## src/rtl/dm_access_ctrl.sv

```systemverilog
// dm_access_ctrl: MEM-stage initiator for the data memory (byte lanes, extension, byte reversal).
// Optional macro DM_ACC_SPLIT_EN: word-crossing half/word accesses become two word accesses.
module dm_access_ctrl #(
    parameter int                ADDR_W   = 32,
    parameter logic [ADDR_W-1:0] DM_BASE  = 32'h0000_3000,
    parameter int                DM_BYTES = 4096
) (
    input  logic              clk,
    input  logic              rst_n,
    input  logic              req_valid,
    output logic              req_ready,
    input  logic              req_wr,
    input  logic [1:0]        req_size,
    input  logic              req_rev,
    input  logic              req_sext,
    input  logic [ADDR_W-1:0] req_addr,
    input  logic [31:0]       req_wdata,
    output logic              rsp_valid,
    output logic [31:0]       rsp_rdata,
    output logic              rsp_err,
    output logic [ADDR_W-1:0] dm_addr,
    output logic [3:0]        dm_be,
    output logic              dm_wr,
    output logic [31:0]       dm_din,
    input  logic [31:0]       dm_dout,
    output logic [2:0]        dbg_state
);

    // Handshake: a request transfers on a rising edge with req_valid && req_ready; req_ready is
    // high only in IDLE, so one request is in flight; rsp_valid is a one-cycle pulse, no backpressure.

    localparam int AW1 = ADDR_W + 1;
`ifdef DM_ACC_SPLIT_EN
    localparam int WIN_B = 8;
`else
    localparam int WIN_B = 4;
`endif
    localparam int WIN_W = 8 * WIN_B;

    typedef enum logic [2:0] {
        S_IDLE = 3'd0,
        S_CHK  = 3'd1,
        S_ACC0 = 3'd2,
`ifdef DM_ACC_SPLIT_EN
        S_ACC1 = 3'd3,
`endif
        S_RESP = 3'd4
    } state_t;

    state_t state, next_state;

    logic              wr_q;
    logic [1:0]        size_q;
    logic              rev_q;
    logic              sext_q;
    logic [ADDR_W-1:0] addr_q;
    logic [31:0]       wdata_q;
    logic [31:0]       win_lo;
    logic [31:0]       win_hi;

    logic [ADDR_W-1:0] rel;
    logic [1:0]        off;
    logic [2:0]        nbytes;
    logic [3:0]        lane_mask;
    logic [3:0]        span;
    logic              split;
    logic [AW1-1:0]    end_pos;
    logic              range_err;
    logic              err;
    logic [WIN_B-1:0]  mask_w;
    logic [31:0]       wsz;
    logic [WIN_W-1:0]  wwin;
    logic [31:0]       lword;
    logic [31:0]       load_data;
    logic [ADDR_W-1:0] word_addr;

    // Access geometry, derived from the latched request
    assign rel       = addr_q - DM_BASE;
    assign off       = rel[1:0];
    assign span      = {2'b00, off} + {1'b0, nbytes};
    assign split     = span > 4'd4;
    assign end_pos   = {1'b0, rel} + AW1'(nbytes);
    assign range_err = (addr_q < DM_BASE) || (end_pos > AW1'(DM_BYTES));
    assign word_addr = {addr_q[ADDR_W-1:2], 2'b00};
    assign mask_w    = WIN_B'(lane_mask) << off;
    assign wwin      = WIN_W'(wsz) << {off, 3'b000};
    assign dbg_state = state;

`ifdef DM_ACC_SPLIT_EN
    assign err   = (size_q == 2'd3) || range_err;
    assign lword = 32'({win_hi, win_lo} >> {off, 3'b000});
`else
    assign err   = (size_q == 2'd3) || range_err || split;
    assign lword = win_lo >> {off, 3'b000};
`endif

    always_comb begin
        nbytes    = 3'd4;
        lane_mask = 4'b1111;
        case (size_q)
            2'd0: begin
                nbytes    = 3'd1;
                lane_mask = 4'b0001;
            end
            2'd1: begin
                nbytes    = 3'd2;
                lane_mask = 4'b0011;
            end
            default: begin
                nbytes    = 3'd4;
                lane_mask = 4'b1111;
            end
        endcase
    end

    // Store data: reverse within the access size first, then lane placement via wwin
    always_comb begin
        wsz = 32'h0;
        case (size_q)
            2'd0:    wsz = {24'h0, wdata_q[7:0]};
            2'd1:    wsz = rev_q ? {16'h0, wdata_q[7:0], wdata_q[15:8]}
                                 : {16'h0, wdata_q[15:0]};
            default: wsz = rev_q ? {wdata_q[7:0], wdata_q[15:8], wdata_q[23:16], wdata_q[31:24]}
                                 : wdata_q;
        endcase
    end

    // Load data: sign extension only applies to unreversed byte/half loads
    always_comb begin
        load_data = lword;
        case (size_q)
            2'd0: load_data = (sext_q && !rev_q) ? {{24{lword[7]}}, lword[7:0]}
                                                 : {24'h0, lword[7:0]};
            2'd1: begin
                if (rev_q)
                    load_data = {16'h0, lword[7:0], lword[15:8]};
                else if (sext_q)
                    load_data = {{16{lword[15]}}, lword[15:0]};
                else
                    load_data = {16'h0, lword[15:0]};
            end
            default: begin
                if (rev_q)
                    load_data = {lword[7:0], lword[15:8], lword[23:16], lword[31:24]};
            end
        endcase
    end

    always_ff @(posedge clk or negedge rst_n) begin
        if (!rst_n)
            state <= S_IDLE;
        else
            state <= next_state;
    end

    always_comb begin
        next_state = state;
        case (state)
            S_IDLE: if (req_valid) next_state = S_CHK;
            S_CHK:  next_state = err ? S_RESP : S_ACC0;
`ifdef DM_ACC_SPLIT_EN
            S_ACC0: next_state = split ? S_ACC1 : S_RESP;
            S_ACC1: next_state = S_RESP;
`else
            S_ACC0: next_state = S_RESP;
`endif
            S_RESP: next_state = S_IDLE;
            default: next_state = S_IDLE;
        endcase
    end

    always_comb begin
        req_ready = rst_n && (state == S_IDLE);
        rsp_valid = 1'b0;
        rsp_err   = 1'b0;
        rsp_rdata = 32'h0;
        dm_addr   = '0;
        dm_be     = 4'h0;
        dm_wr     = 1'b0;
        dm_din    = 32'h0;
        case (state)
            S_ACC0: begin
                dm_addr = word_addr;
                dm_be   = mask_w[3:0];
                dm_wr   = wr_q;
                dm_din  = wwin[31:0];
            end
`ifdef DM_ACC_SPLIT_EN
            S_ACC1: begin
                dm_addr = word_addr + ADDR_W'(4);
                dm_be   = mask_w[7:4];
                dm_wr   = wr_q;
                dm_din  = wwin[63:32];
            end
`endif
            S_RESP: begin
                rsp_valid = 1'b1;
                rsp_err   = err;
                rsp_rdata = (err || wr_q) ? 32'h0 : load_data;
            end
            default: ;
        endcase
    end

    always_ff @(posedge clk or negedge rst_n) begin
        if (!rst_n) begin
            wr_q    <= 1'b0;
            size_q  <= 2'd0;
            rev_q   <= 1'b0;
            sext_q  <= 1'b0;
            addr_q  <= '0;
            wdata_q <= 32'h0;
            win_lo  <= 32'h0;
        end else begin
            if (state == S_IDLE && req_valid) begin
                wr_q    <= req_wr;
                size_q  <= req_size;
                rev_q   <= req_rev;
                sext_q  <= req_sext;
                addr_q  <= req_addr;
                wdata_q <= req_wdata;
            end
            if (state == S_ACC0 && !wr_q)
                win_lo <= dm_dout;
        end
    end

`ifdef DM_ACC_SPLIT_EN
    always_ff @(posedge clk or negedge rst_n) begin
        if (!rst_n)
            win_hi <= 32'h0;
        else if (state == S_ACC1 && !wr_q)
            win_hi <= dm_dout;
    end
`else
    assign win_hi = 32'h0;
`endif

endmodule

```

## config.mk

```make
export PLATFORM = sky130hd
export DESIGN_NAME = dm_access_ctrl
export DESIGN_NICKNAME = d
export VERILOG_FILES = /design/src/rtl/dm_access_ctrl.sv
export SDC_FILE = /design/constraint.sdc
export NUM_CORES = 1
export LEC_CHECK = 0
export CORE_ASPECT_RATIO = 1.5
export CORE_MARGIN = 8
export CORE_UTILIZATION = 50
export DETAILED_ROUTE_END_ITERATION = 12
export HOLD_SLACK_MARGIN = 0.08
export MAX_ROUTING_LAYER = met4
export PLACE_DENSITY = 0.9
export SLEW_MARGIN = 10
export SYNTH_ARGS = -nofsm -noshare
export SYNTH_HDL_FRONTEND = slang
export SYNTH_SLANG_ARGS = --single-unit
```

## constraint.sdc

```tcl
create_clock -name clk -period 6.3 [get_ports clk]
set_input_delay 1.26 -clock clk [delete_from_list [all_inputs] [get_ports clk]]
set_output_delay 1.26 -clock clk [all_outputs]
set_load 0.005 [all_outputs]
```

==> impl_metrics.toml, run 1 <==
[synthesis]
async_flop_share_pct = 100
synth_seq_cells = 104
synthDistinctLibCells = 74
syn_area_per_cell_um2 = 8.44
synth_cells = 958
yosys_warnings = 0
synthFlopType = "dfrtp_1"
syn_area_um2 = 8080
yosysSeqAreaShare_pct = 32.2
synth-edff-count = 0

[power]
leakagePower_nw = 4.07
power_density_nw_per_um2 = 257
finalPower_mw = 2.73
ir_drop_mv = 0.167

[worst_setup_path]
start_kind = "flop"
cp_data_required_time_ps = 5040
crit_fanout = 7
critPathArrivalTime_ps = 4790
crit_type = "flop to primary output"
crit_path_end_kind = "primary output"

[global_routing]
grt-ovfl-total = 0
antenna_found_initial = 6
grt_pass1_wl_mm = 42.9
grt.total_usage_pct = 26.8
grt_pass1_vias = 8148
grt_max_degree = 87

[route]
vias = 8203
ant_nets = 0
first_iter_violations = 694
drc_errors = 0
first_pass_iters = 8
avgRoutedWirePerCell_um = 20.5
routed_wl_mm = 27.4
vias_per_cell = 6.13

[finish]
nNetsFinal = 1232
final_area_um2 = 10600
layout_commonest_cell = "clkdlybuf4s50_1"
mostFrequentLayoutCells = "207 x clkdlybuf4s50_1, 129 x nor2_1, 101 x dfrtp_1"
area_growth_pct = 31.6
drive_gt1_share_pct = 14.9

[timing]
max_slew_margin_pct = 21.6
grt_setup_unrepaired = "false"
setup_viol = 0
final.setup.tns_ps = 0
drv_slew = 0
hold_viol_final = 0
fin_worst_skew_ps = 17.0
min_period_ps = 6050
worst_pin_slew_ps = 1170
timing.final.crit_share_pct = 96.0
fmax_mhz = 165

[die]
rows = 57
die_h_um = 172
core-area_um2 = 16000
pin_count = 211
initial_core_util_pct = 50.4
die-area_um2 = 20600
dieWidth_um = 120

[clock_tree]
cts_buffers = 9
clockBufferDepth = 2
path_clk_slew_ps = 80
clk_latency_ps = 350
cts.sinks = 104
htree_num_levels = 3
cts_tree = "built"
root_buffer = "clkbuf_16"

[place]
place_congestion = 0.977
hpwl_mm = 20.1
numPortBuffers = 208
placed_cell_area_um2 = 10200

[flow_run]
max_cap_viol_count = 0

[hold_path]
hold_path_class = "flop to flop"

[status]
outcome = "finished, final reports clean"
-- area by class of cell --
type	count	area, um2
Timing Repair Buffer	228	2240
Clock buffer	10	229
Multi-Input combinational cell	748	5080
Tap cell	206	258
Antenna cell	6	15.0
Clock inverter	6	90.1
Sequential cell	104	2610
Inverter	31	116
Fill cell	1329	5410
-- kinds of logic (layout without fill, tap and decap cells) --
family | after synthesis | after routing | synth area share [%]
DFF | 104 | 104 | 32.2
adders and majority gates | 6 | 6 | 1.02
xor gates and xnor gates | 20 | 20 | 2.17
muxes | 126 | 126 | 18.0
and+or+nand+nor | 341 | 341 | 21.1
AOI/OAI and AO/OA | 253 | 253 | 20.0
buffers and inverters | 107 | 275 | 5.48
other | 1 | 8 | 0.0464
-- state kept, by name (all words and copies together) (netlist names) --
name,count
wdata_q,32
addr_q,32
sext_q,1
win_lo,32
rev_q,1
wr_q,1
size_q,2
dbg_state,3
-- cells in the mapped netlist (all sizes together) (26+ instances only) --
library cell,count,area share [%]
nor2,130,6.0
dfrtp,104,32
mux2,95,13
a21oi,77,4.8
clkbuf,55,2.6
nand2,55,2.6
o21ai,55,3.4
nor3,32,2.0
and2,30,2.3
inv,29,1.3
nand3,26,1.8
-- final timing paths --
| kind | start | endpoint | slack [ps] | cells after the start |
|---|---|---|---|---|
| max in group asynchronous | rst_n | win_lo[15] | 4550 | 2 |
| setup / recovery | size_q[1] | rsp_rdata[13] | 250 | 15 |
| setup reg to reg | size_q[1] | dbg_state[1] | 2460 | 13 |
| min in group asynchronous | rst_n | wdata_q[27] | 830 | 1 |
| hold / removal | win_lo[4] | win_lo[4] | 510 | 1 |
| hold reg to reg | win_lo[4] | win_lo[4] | 510 | 1 |
-- worst max-delay path, stage by stage, from the launching register on --
cell	delay [ps]
dfrtp_1	420
nor2_1	110
ha_1	200
inv_1	70
fa_1	440
nand2b_1	250
a2111oi_4	440
and2_2	260
o211ai_1	170
nand2b_1	220
or3_4	410
a32oi_4	340
nand3_4	170
buf_4	190
nor2_1	170
clkdlybuf4s50_1	570
-- repair_timing --
action / in CTS / in global routing
hold buffers: 0 / 0
gates resized for setup: 0 / 5
endpoints found under the setup margin: 0 / 32
setup buffers: 0 / 7
-- per-layer routing --
metal / up-vias / wire, um / part of all wire (%) / track usage, %
li1: 3791 / - / - / -
met1: 3928 / 9940 / 36 / 27.9
met2: 377 / 14400 / 53 / 46.6
met3: 107 / 1510 / 5.5 / 4.57
met4: 0 / 1540 / 5.6 / 16.4
met5: - / 0 / 0 / -
-- power by group --
group	internal, mW	total (mW)	switching (mW)
combinational	0.481	1.12	0.639
sequential	0.782	0.985	0.203
clock	0.352	0.625	0.273
-- per-stage QoR --
stage	instances	hold slack, ps	worst slack [ps]	utilization, %
floorplan	959	480	870	-
global placement	1310	490	685	63.6
detailed placement	1310	496	564	63.6
CTS	1326	513	138	65.6
global route	1339	531	32.2	66.3
finish	1339	507	253	66.3
Power figures use the tool's default switching activity.
==> inputs of run 2 (changes only) <==
==> constraint.sdc (replaced) <==
create_clock -name clk -period 7.1 [get_ports clk]
set_input_delay 1.42 -clock clk [delete_from_list [all_inputs] [get_ports clk]]
set_output_delay 1.42 -clock clk [all_outputs]
set_load 0.005 [all_outputs]
==> run 2 against run 1 <==
Final cell count is 0.90% lower. Die area unchanged. Global-route usage about the same. Critical path depth decreased by 2. Register-to-register slack improved by 420 ps. Clock skew decreased by 10 ps. Sequential cell count unchanged. Utilization shrank 0.84 points. Largest cell class unchanged.
==> impl_metrics.toml, run 2 (synthesized netlist as in run 1, its figures left out) <==
[route]
drc_errors = 0
ant_nets = 0
first_pass_iters = 7
vias = 8156
vias_per_cell = 6.15
avgRoutedWirePerCell_um = 20.7
routed_wl_mm = 27.5
first_iter_violations = 712

[power]
p_int_mw = 1.40
seqPwrFrac_pct = 35.9
clockPowerShare_pct = 21.8
sw_frac_of_total_pct = 41.2
finalPower_mw = 2.39
combPwrFrac_pct = 42.3
leakagePower_nw = 4.01
power_density_nw_per_um2 = 227
ir_drop_mv = 0.151
p_switching_uw = 983

[clock_tree]
clk_latency_ps = 350
clockBufferDepth = 2
postCtsSetupBuffers = 0
cts.sinks = 104
root_buffer = "clkbuf_16"
htree_num_levels = 3
cts_buffers = 9
cts_resized = 0
ctsHoldBuffers = 0
path_clk_slew_ps = 70
cts_tree = "built"

[status]
outcome = "finished, final reports clean"

[timing]
drv_slew = 0
fin_worst_skew_ps = 6.52
max_slew_margin_pct = 12.3
finalWorstSetupSlack_ps = 409
timing.final.crit_share_pct = 94.2
setup_viol = 0
grt_setup_unrepaired = "false"
holdWs_ps = 511
worst_pin_slew_ps = 1310
hold_viol_final = 0
fmax_mhz = 149
min_period_ps = 6690
final.setup.tns_ps = 0

[finish]
drive_gt1_share_pct = 13.8
mostFrequentLayoutCells = "207 x clkdlybuf4s50_1, 129 x nor2_1, 101 x dfrtp_1"
utilization_pct = 65.4
area_growth_pct = 29.9
final_cells = 1327
reg.largest.list = "addr_q x32, wdata_q x32, win_lo x32"
layout_commonest_cell = "clkdlybuf4s50_1"
nNetsFinal = 1223
final_area_um2 = 10500

[worst_setup_path]
crit_fanout = 46
crit_path_max_incr_delay_ps = 580
crit_path_end_kind = "primary output"
slowest_stage = "clkdlybuf4s50_1"
critPathArrivalTime_ps = 5270
cp_data_required_time_ps = 5680
start_kind = "flop"
crit_chain = "buf_4 -> nand2_1 -> fa_1 -> nand2b_1 -> a2111oi_2 -> and2_1 -> o211ai_1 -> nand2b_1 -> or3_4 -> a32oi_4 -> nand3_4 -> a2111oi_2 -> clkdlybuf4s50_1"
crit_type = "flop to primary output"

[die]
pin_count = 211
core-area_um2 = 16000
die-area_um2 = 20600
rows = 57
die_h_um = 172
dieWidth_um = 120
initial_core_util_pct = 50.4

[global_routing]
grt_pass1_wl_mm = 42.7
grt_max_degree = 87
grt_pass1_vias = 8132
antenna_found_initial = 3
grt.total_usage_pct = 26.8
grt-ovfl-total = 0

[hold_path]
hold_path_class = "flop to flop"

[flow_run]
max_cap_viol_count = 0

[place]
placed_cell_area_um2 = 10200
place_congestion = 0.991
dpl.cell_count = 1308
hpwl_mm = 20.3
numPortBuffers = 208
preCtsSetupSlack_ps = 842
[run 2: cell types whose count changed in the layout (fill, tap and decap cells not counted), sizes merged]
cell	delta
inv	-2
clkbuf	+2
diode	-3
bufinv	-1
clkinvlp	+1
buf	-9
[run 2: layout make-up]
type,count,area (um2)
fillers,1337,5550
multi-input cells,748,5050
flip-flops and latches,104,2610
repair buffers,219,2160
well taps,206,258
clock buffers,12,246
inverters,31,116
clock inverters,4,53.8
diodes,3,7.51
[run 2: worst paths after layout]
check	cells past startpoint	slack (ps)	end	start
max	13	410	rsp_rdata[7]	size_q[0]
min	1	510	win_lo[3]	win_lo[3]
max reg2reg	12	2880	dbg_state[1]	size_q[0]
min reg2reg	1	510	win_lo[3]	win_lo[3]
max in group asynchronous	2	5130	win_lo[29]	rst_n
min in group asynchronous	1	1010	wdata_q[27]	rst_n
[run 2: power groups by stage]
stage          clock [mW]  combinational (mW)  sequential (mW)
4_1_cts             0.532               0.995            0.851
6_report            0.519                1.01            0.856
3_5_place_dp            0               0.991            0.862
5_1_grt             0.550                1.10            0.873
2_1_floorplan           0               0.801            0.772
3_3_place_gp            0               0.967            0.854
[run 2: critical path: cells and delay by family (launching register included)]
family                   cells  cell delay, ps
buffers and inverters        2             980
flip-flops                   1             350
AO/OA/AOI/OAI                4            1390
AND/OR/NAND/NOR              6            1660
adder cells (fa/ha/maj)      1             530
[run 2: metal layers]
layer | vias up | share of wire, % | wire [um] | GRT usage (%)
met5 | - | 0 | 0 | -
met4 | 0 | 5.3 | 1450 | 15.2
met3 | 111 | 5.4 | 1500 | 3.71
met2 | 398 | 53 | 14500 | 47.6
met1 | 3879 | 36 | 10000 | 28.1
li1 | 3768 | - | - | -
==> inputs of run 3 (changes only) <==
--- a/config.mk
+++ b/config.mk
@@ -5,6 +5,7 @@
 export SDC_FILE = /design/constraint.sdc
 export NUM_CORES = 1
 export LEC_CHECK = 0
+export CAP_MARGIN = 10
 export CORE_ASPECT_RATIO = 1.5
 export CORE_MARGIN = 8
 export CORE_UTILIZATION = 50
==> results of run 3 <==
No change in the layout: final DEF, timing and power equal those of run 2.
==> edit: new RTL, settings of run 2 <==
Set the parameter `ADDR_W` to 48 (it was 32).
--- a/src/rtl/dm_access_ctrl.sv
+++ b/src/rtl/dm_access_ctrl.sv
@@ -2,5 +2,5 @@
 // Optional macro DM_ACC_SPLIT_EN: word-crossing half/word accesses become two word accesses.
 module dm_access_ctrl #(
-    parameter int                ADDR_W   = 32,
+    parameter int                ADDR_W   = 48,
     parameter logic [ADDR_W-1:0] DM_BASE  = 32'h0000_3000,
     parameter int                DM_BYTES = 4096
Interface: changed (resized dm_addr and req_addr); port bits go from 211 to 243. No check against the original RTL was run, so the function may have changed too.
==> edit against run 2 <==
Core utilization up 2.0 points; final cell count up 24%; sequential share of layout area shrank 2.2 points; largest cell class unchanged; final area is 27% higher; sequential cell count increased by 16; largest power group unchanged; synthesized area rose by 24%; count of clock-buffer cells in the layout increased by 12; total power up 35%; setup slack got worse by 0.23 ns; critical endpoint is now rsp_rdata[9]; routed wire length is 28% higher; sequential power up 20%.
==> edit: results (changes against run 2) <==
[outcome]
outcome=complete, no violations

[power_and_ir_drop]
power.leakage_nw=4.91  ; +23%
ir_drop_uv=176  ; +16%

[hold_path]
hp-start=win_lo[5]$_DFFE_PN0P_
holdPathStages=1  ; unchanged

[cells_and_area]
drive_gt1_share_pct=17.2  ; +3.4 points
n_fill_cell=1563  ; +17%
num_antenna_cells=0  ; -3
fin_nets=1502  ; +23%

[worst_setup_path]
r2r_cells=13  ; +1
r2r-start=addr_q[16]$_DFFE_PN0P_
r2r_setup_slack_ns=2.71  ; -0.17 ns
crit_fanout=34  ; -26%
cp.arrival_ns=5.50  ; +0.23 ns

[global_routing]
met2_usage_pct=49.3  ; +1.7 points
grt_usage_pct=28.5  ; +1.7 points
grt_max_degree=75  ; -14%
antenna_found_initial=0  ; -3
grt_pass1_wl_mm=56.1  ; +31%
met3_usage_pct=5.10  ; +1.4 points
met1_usage_pct=30.6  ; +2.6 points

[clock_tree]
cts_buffers=17  ; +8
clock_latency_ns=0.43  ; +0.08 ns
cts_max_level=4  ; +1
clkTransAtPathRegs_ns=0.05  ; -0.02 ns

[routing]
via_per_inst=6.28  ; +2.2%
drtIter0Drc=834  ; +17%
totalWireLength_mm=35.2  ; +28%
via_count=10400  ; +27%

[placed_design]
port_buffers=240  ; +15%
place_area_mm2=0.0126  ; +24%
hpwlAfterDp_mm=25.6  ; +26%
placedCellCount=1609  ; +23%
pre_cts_ws_ns=0.364  ; -0.477 ns
gp_congestion=0.993  ; +0.18%

[logic_synthesis]
ys_types=85  ; +15%
yosysTopAreaCellShare_pct=29.9  ; -2.3 points
post_synth.cell_area_avg_um2=8.51  ; +0.79%
synth_warnings=0  ; unchanged
ys_seq_area_share_pct=29.9  ; -2.3 points
synth.area.top_cells=dfrtp_1 (30%), mux2_2 (12%), nor2_1 (4.1%)

[sta]
fin_skew_ns=0.0113  ; +0.00474 ns
holdWs_ns=0.504  ; -0.00688 ns
worst_slew_pin_slew_ns=0.987  ; -0.319 ns

edit: cell count changes after synthesis, sizes merged, moves of 14 or more:
cell / change
nor4: +18
dfrtp: +16
mux2: +16
nor2: -20
nor3: +25
clkbuf: +26
xnor2: +14
and2: +32
edit: repair_timing:
action	in CTS	in global routing
hold endpoints to repair	0	0
resized for setup	2	16
endpoints found under the setup margin	5	33
pin swaps	0	6
setup buffers	0	8
edit: logic make-up after synthesis:
family	share of synthesized area [%]
and+or+nand+nor	24.4
other	0.0373
AOI/OAI and AO/OA	20.3
muxes	15.8
buffers and inverters	4.95
adders and majority gates	0.821
DFF	29.9
xor gates and xnor gates	3.80
edit: how the worst max path moves through the flow:
stage / startpoint / to / depth (start not counted)
6_report: addr_q[16]$_DFFE_PN0P_ / rsp_rdata[9] / 14
3_5_place_dp: addr_q[12]$_DFFE_PN0P_ / rsp_rdata[22] / 13
5_1_grt: addr_q[12]$_DFFE_PN0P_ / rsp_rdata[22] / 16
4_1_cts: addr_q[12]$_DFFE_PN0P_ / rsp_rdata[22] / 13
2_1_floorplan: size_q[1]$_DFFE_PN0P_ / rsp_rdata[16] / 18
3_3_place_gp: addr_q[12]$_DFFE_PN0P_ / rsp_rdata[9] / 13
edit: metrics by stage:
| step | setup TNS, ns | total power, mW |
|---|---|---|
| after floorplan | 0 | 1.91 |
| after global placement | 0 | 2.25 |
| after detailed placement | 0 | 2.28 |
| after CTS | 0 | 3.17 |
| after global routing | -0.0686 | 3.40 |
| final | 0 | 3.22 |
edit: critical path, stage by stage, from the launching register on:
cell	delay (ns)
dfrtp_1	0.46
nor2_1	0.44
nand2_1	0.21
or4_4	0.54
a222oi_1	0.38
buf_4	0.19
buf_4	0.10
xnor2_1	0.07
or3_1	0.35
a2111oi_2	0.39
nand4_1	0.14
or4_1	0.54
buf_4	0.28
a2111oi_2	0.36
clkdlybuf4s50_1	0.60
edit: layout make-up:
type | instances | area [µm²] | area share (%)
multi-input combinational | 939 | 6640 | 49.8
sequential | 120 | 3010 | 22.6
timing repair buffer | 277 | 2700 | 20.3
clock buffer | 24 | 482 | 3.61
tap | 260 | 325 | 2.44
clock inverter | 8 | 95.1 | 0.713
inverter | 21 | 78.8 | 0.591
edit: per-layer routing:
metal | routed length [µm] | share of wire [%]
met1 | 13300 | 38
met2 | 18200 | 52
met3 | 2000 | 5.7
met4 | 1690 | 4.8
met5 | 0 | 0
edit: power by group:
part | switching [mW] | internal, mW | total (mW)
Clock | 0.327 | 0.542 | 0.869
Sequential | 0.222 | 0.812 | 1.03
Combinational | 0.757 | 0.563 | 1.32
Total | 1.31 | 1.92 | 3.22
